$ cat src/rtl/mm_engine_param.sv
// Parametrised signed matrix-multiply engine: C = A x B, streamed through a valid/ready write port.
// Optional MM_SAT_EN clamps results to the signed OW range instead of truncating.
module mm_engine_param #(
    parameter int DW   = 20,
    parameter int IW   = 20,
    parameter int ACCW = 48,
    parameter int OW   = 40
) (
    input  logic          clk,
    input  logic          reset,
    input  logic          start,
    input  logic          trans_b,
    output logic          mem_rd,
    output logic [1:0]    mem_sel,
    output logic [IW-1:0] mem_i,
    output logic [IW-1:0] mem_j,
    input  logic [DW-1:0] rd_data,
    output logic          wr_valid,
    input  logic          wr_ready,
    output logic [IW-1:0] wr_row,
    output logic [IW-1:0] wr_col,
    output logic [OW-1:0] wr_data,
    output logic          busy,
    output logic          done,
    output logic          err
);

    typedef enum logic [2:0] {IDLE, HDR, FETCH_A, FETCH_B, ACC_LAST, WRITE, DONE} state_t;

    state_t                  state, state_nx;
    logic [1:0]              h;
    logic [IW-1:0]           dim_r, dim_k, dim_c;
    logic [IW-1:0]           r, k, c;
    logic signed [ACCW-1:0]  acc;
    logic signed [DW-1:0]    a_reg;
    logic                    tb_reg;
    logic                    err_reg;

    logic [IW-1:0]           hdr_val;
    logic                    hdr_zero;
    logic signed [2*DW-1:0]  prod;
    logic signed [ACCW-1:0]  prod_ext;
    logic                    last_k, last_c, last_r;
    logic [OW-1:0]           res;

    assign hdr_val  = IW'(rd_data);
    // C is still on rd_data during h=3, so it is tested directly rather than from dim_c
    assign hdr_zero = (dim_r == '0) || (dim_k == '0) || (hdr_val == '0);
    assign prod     = (2*DW)'(a_reg) * (2*DW)'($signed(rd_data));
    assign prod_ext = ACCW'(prod);
    assign last_k   = (k == dim_k - IW'(1));
    assign last_c   = (c == dim_c - IW'(1));
    assign last_r   = (r == dim_r - IW'(1));

`ifdef MM_SAT_EN
    localparam logic [OW-1:0] MAXV = {1'b0, {(OW-1){1'b1}}};
    localparam logic [OW-1:0] MINV = {1'b1, {(OW-1){1'b0}}};
    logic [ACCW-OW:0] top;
    assign top = acc[ACCW-1:OW-1];
    always_comb begin
        if (top == '0 || top == '1)
            res = acc[OW-1:0];
        else if (acc[ACCW-1])
            res = MINV;
        else
            res = MAXV;
    end
`else
    assign res = acc[OW-1:0];
`endif

    always_comb begin
        state_nx = state;
        mem_rd   = 1'b0;
        mem_sel  = 2'd0;
        mem_i    = '0;
        mem_j    = '0;
        case (state)
            IDLE: if (start) state_nx = HDR;
            HDR: begin
                if (h != 2'd3) begin
                    mem_rd = 1'b1;
                    mem_i  = IW'(h);
                end else begin
                    state_nx = hdr_zero ? DONE : FETCH_A;
                end
            end
            FETCH_A: begin
                mem_rd   = 1'b1;
                mem_sel  = 2'd1;
                mem_i    = r;
                mem_j    = k;
                state_nx = FETCH_B;
            end
            FETCH_B: begin
                mem_rd   = 1'b1;
                mem_sel  = 2'd2;
                mem_i    = tb_reg ? c : k;
                mem_j    = tb_reg ? k : c;
                state_nx = last_k ? ACC_LAST : FETCH_A;
            end
            ACC_LAST: state_nx = WRITE;
            WRITE: if (wr_ready) state_nx = (last_r && last_c) ? DONE : FETCH_A;
            DONE: state_nx = IDLE;
            default: state_nx = IDLE;
        endcase
    end

    always_ff @(posedge clk or posedge reset) begin
        if (reset) begin
            state   <= IDLE;
            h       <= '0;
            dim_r   <= '0;
            dim_k   <= '0;
            dim_c   <= '0;
            r       <= '0;
            k       <= '0;
            c       <= '0;
            acc     <= '0;
            a_reg   <= '0;
            tb_reg  <= 1'b0;
            err_reg <= 1'b0;
        end else begin
            state <= state_nx;
            case (state)
                IDLE: begin
                    if (start) begin
                        tb_reg  <= trans_b;
                        err_reg <= 1'b0;
                        h       <= '0;
                    end
                end
                HDR: begin
                    h <= h + 2'd1;
                    case (h)
                        2'd1: dim_r <= hdr_val;
                        2'd2: dim_k <= hdr_val;
                        2'd3: begin
                            dim_c <= hdr_val;
                            if (hdr_zero) begin
                                err_reg <= 1'b1;
                            end else begin
                                r <= '0;
                                c <= '0;
                                k <= '0;
                            end
                        end
                        default: ;
                    endcase
                end
                // rd_data here is the B element fetched for k-1
                FETCH_A: acc <= (k == '0) ? '0 : acc + prod_ext;
                FETCH_B: begin
                    a_reg <= $signed(rd_data);
                    if (!last_k) k <= k + IW'(1);
                end
                ACC_LAST: acc <= acc + prod_ext;
                WRITE: begin
                    if (wr_ready) begin
                        k <= '0;
                        if (last_c) begin
                            c <= '0;
                            r <= r + IW'(1);
                        end else begin
                            c <= c + IW'(1);
                        end
                    end
                end
                default: ;
            endcase
        end
    end

    assign wr_valid = (state == WRITE);
    assign wr_row   = wr_valid ? r : '0;
    assign wr_col   = wr_valid ? c : '0;
    assign wr_data  = wr_valid ? res : '0;
    assign busy     = (state != IDLE);
    assign done     = (state == DONE);
    assign err      = err_reg;

endmodule
$ cat config.mk
export PLATFORM = sky130hd
export DESIGN_NAME = mm_engine_param
export DESIGN_NICKNAME = d
export VERILOG_FILES = /design/src/rtl/mm_engine_param.sv
export SDC_FILE = /design/constraint.sdc
export NUM_CORES = 2
export LEC_CHECK = 0
export BUFFER_PORTS_ARGS = -buffer_cell sky130_fd_sc_hd__buf_2
export CORE_AREA = 2 2 288 290
export CTS_CLUSTER_DIAMETER = 60
export DETAILED_ROUTE_END_ITERATION = 6
export DIE_AREA = 0 0 290 292
export PLACE_DENSITY = 0.57
export RECOVER_POWER = 100
export REMOVE_ABC_BUFFERS = 1
export SLEW_MARGIN = 20
export SYNTH_ARGS = -nofsm -noshare
export SYNTH_HDL_FRONTEND = slang
export SYNTH_SLANG_ARGS = --single-unit
$ cat constraint.sdc
create_clock -name clk -period 20.8 [get_ports clk]
set_input_delay 6.24 -clock clk [delete_from_list [all_inputs] [get_ports clk]]
set_output_delay 6.24 -clock clk [all_outputs]
set_load 0.01 [all_outputs]
==> results.txt <==
Synth cell types - 74
met3 GRT Util - 2.08%
Register Area - 4680 um^2
critical path peak fanout - 25
Iteration-0 DRC Markers - 1438
first-pass GRT wire length - 125000 um
io pins - 152
# diodes - 0
Post-Syn Area per Cell - 8.83 um^2
initial core utilization - 34.7%
CTS tree - yes
Req. time, crit path - 21160 ps
Worst Reg-to-Reg Cells - 32
Crit. End Element - flop
Die H - 292 um
RSZ-0062 raised after global routing - no
met2 GRT Util - 32.6%
grt met1 use - 24.7%
placeable core region - 81600 um^2
final setup vio count - 0
initial antenna violation count - 1
mean number of vias per cell - 5.03
gr busiest metal - met2
number of synthesized flops with an enable pin - 0
fin crit share - 76.1%
Critical R2R Launch - a_reg[5]$_DFFE_PP0P_
TritonCTS buffer count - 17
Resized cells post-CTS - 0
Die Wd - 290 um
post-synthesis cell count - 3204
Clock transition at path regs - 100 ps
share of cells above drive strength 1 - 4.01%
total track usage - 18.7%
hold path startpoint - err$_DFFE_PP0P_
max reg flops - 40
post-CTS setup buffers - 0
Worst-Skew Late Latency - 500 ps
WS Path Type - in2reg
Syn-to-layout area delta - 6.78%
worst hold path endpoint - err$_DFFE_PP0P_
setup tns final - 0 ps
std cell rows - 105
final core utilization - 37.0%
slowest cell delay on critical path - 1110 ps
Detail Route Antenna Nets - 0
failing checks - capacitance limit, slew limit
most common cell after layout, fill and taps aside - inv_1
outcome - finished with violations
R2R setup slack - 10910 ps
min Tclk post-route - 15830 ps
Slew @ Worst Pin - 5650 ps
CTS H-tree lvls - 4
hold buffer count at CTS - 0
DRC errors left - 0
Setup Skew - 22.2 ps
Hold Path Stages - 2
DRT Pass-1 Iters - 5
CTS max path bufs - 2
grt ovf - 0
Slew Limit Fails - 633
FF+latch count, synth - 187
Min-Delay Path Class - reg2reg
post-detail-place hpwl - 58000 um
Most Frequent Cell on Critical Path - fa_1
pre-CTS setup slack - 5150 ps
Setup WS post-layout - 4970 ps
Final Hold Fails - 0
Reg with most FFs - acc
post-synthesis async set-or-reset flop share - 100%
Root Driver - clkbuf_16
area of the multi-input gates - 20900 um^2
PortBufs - 151
pin count of the biggest net entering global routing - 123
worst r2r dst - acc[38]$_DFFE_PP0P_
final WL - 75800 um
# fillers - 8366
Placer Congestion - 0.852
cell area after synthesis - 28300 um^2
f_max - 0.0632 GHz
post-synthesis sequential area ratio - 16.5%
slowest CP cell - clkbuf_1
via count - 21500
Slew headroom - -279%
commonest non-fill, non-tap cells in the layout - inv_1, fa_1, nand2_1
number of global-route vias before repair - 22400
CTS sink count - 187
die area - 84700 um^2
Final #Nets - 3807
Main synth FF type - dfrtp_1
CP arrival - 16190 ps
Critical Path Start Type - input pin
max-cap violation count - 16
Yosys warnings - 0
WL/cell - 17.7 um
-- per-stage QoR --
| stage | hold slack, ps | std cells | area [um^2] |
|---|---|---|---|
| 6_report | 499 | 4285 | 30200 |
| 3_5_place_dp | 484 | 4253 | 29800 |
| 4_1_cts | 505 | 4285 | 30400 |
| 2_1_floorplan | 460 | 3011 | 27600 |
| 5_1_grt | 531 | 4285 | 30200 |
| 3_3_place_gp | 472 | 4253 | 29800 |
-- cell families after synthesis --
group	share of synthesized area [%]
xor gates and xnor gates	6.44
muxes	3.11
DFF	16.5
buffers and inverters	9.66
adders and majority gates	36.8
and+or+nand+nor	18.8
AOI/OAI and AO/OA	8.62
-- layer usage --
layer  wire length, um  up-vias
met5                 0        -
met4              1610        0
met3              2890       67
met2             37800      424
li1                  -    10100
met1             33500    11000
-- how the worst max path moves through the flow --
stage,startpoint,endpoint,slack [ps]
6_report,rd_data[12],acc[38]$_DFFE_PP0P_,4970
5_1_grt,rd_data[12],acc[38]$_DFFE_PP0P_,4190
4_1_cts,rd_data[19],acc[38]$_DFFE_PP0P_,5670
3_5_place_dp,rd_data[19],acc[38]$_DFFE_PP0P_,5150
3_3_place_gp,rd_data[19],acc[38]$_DFFE_PP0P_,5250
2_1_floorplan,rd_data[10],acc[38]$_DFFE_PP0P_,6690
-- area by class of cell --
| cell class | count | area share (%) |
|---|---|---|
| multi-input combinational | 2295 | 69.2 |
| sequential | 187 | 15.5 |
| inverter | 529 | 6.57 |
| tap | 1070 | 4.43 |
| timing repair buffer | 172 | 2.34 |
| clock buffer | 17 | 1.41 |
| clock inverter | 15 | 0.571 |
-- synth_stat cells (all sizes together) (8+ instances only) --
master	instances	share of area, %
nor2	130	1.7
or3	13	0.29
nand4	23	0.51
nor2b	13	0.29
nand2	362	4.8
nor4	25	0.61
nor3	34	0.60
clkbuf	177	2.4
nand3	45	0.83
dfrtp	187	17
a22o	24	0.74
fa	421	30
and3	108	2.4
a31oi	13	0.29
and2	235	5.2
nor3b	8	0.21
mux2	56	2.2
inv	529	7.0
xnor2	110	3.4
o211ai	13	0.34
xor2	98	3.0
ha	159	7.0
mux2i	25	0.88
a211oi	9	0.24
o21ai	124	2.2
o31ai	10	0.27
nand2b	20	0.44
a21o	31	0.82
buf	16	0.29
a21oi	82	1.4
o21a	8	0.21
o21bai	10	0.27
-- critical path: cells and delay by family --
family / cells / cell delay (ps)
buffers and inverters: 7 / 1460
AND/OR/NAND/NOR: 3 / 500
AO/OA/AOI/OAI: 12 / 3250
XOR/XNOR: 2 / 340
adder cells (fa/ha/maj): 9 / 4350
Power is not shown: default switching activity piles up to over one toggle a cycle in this logic, so the estimate is an artifact.
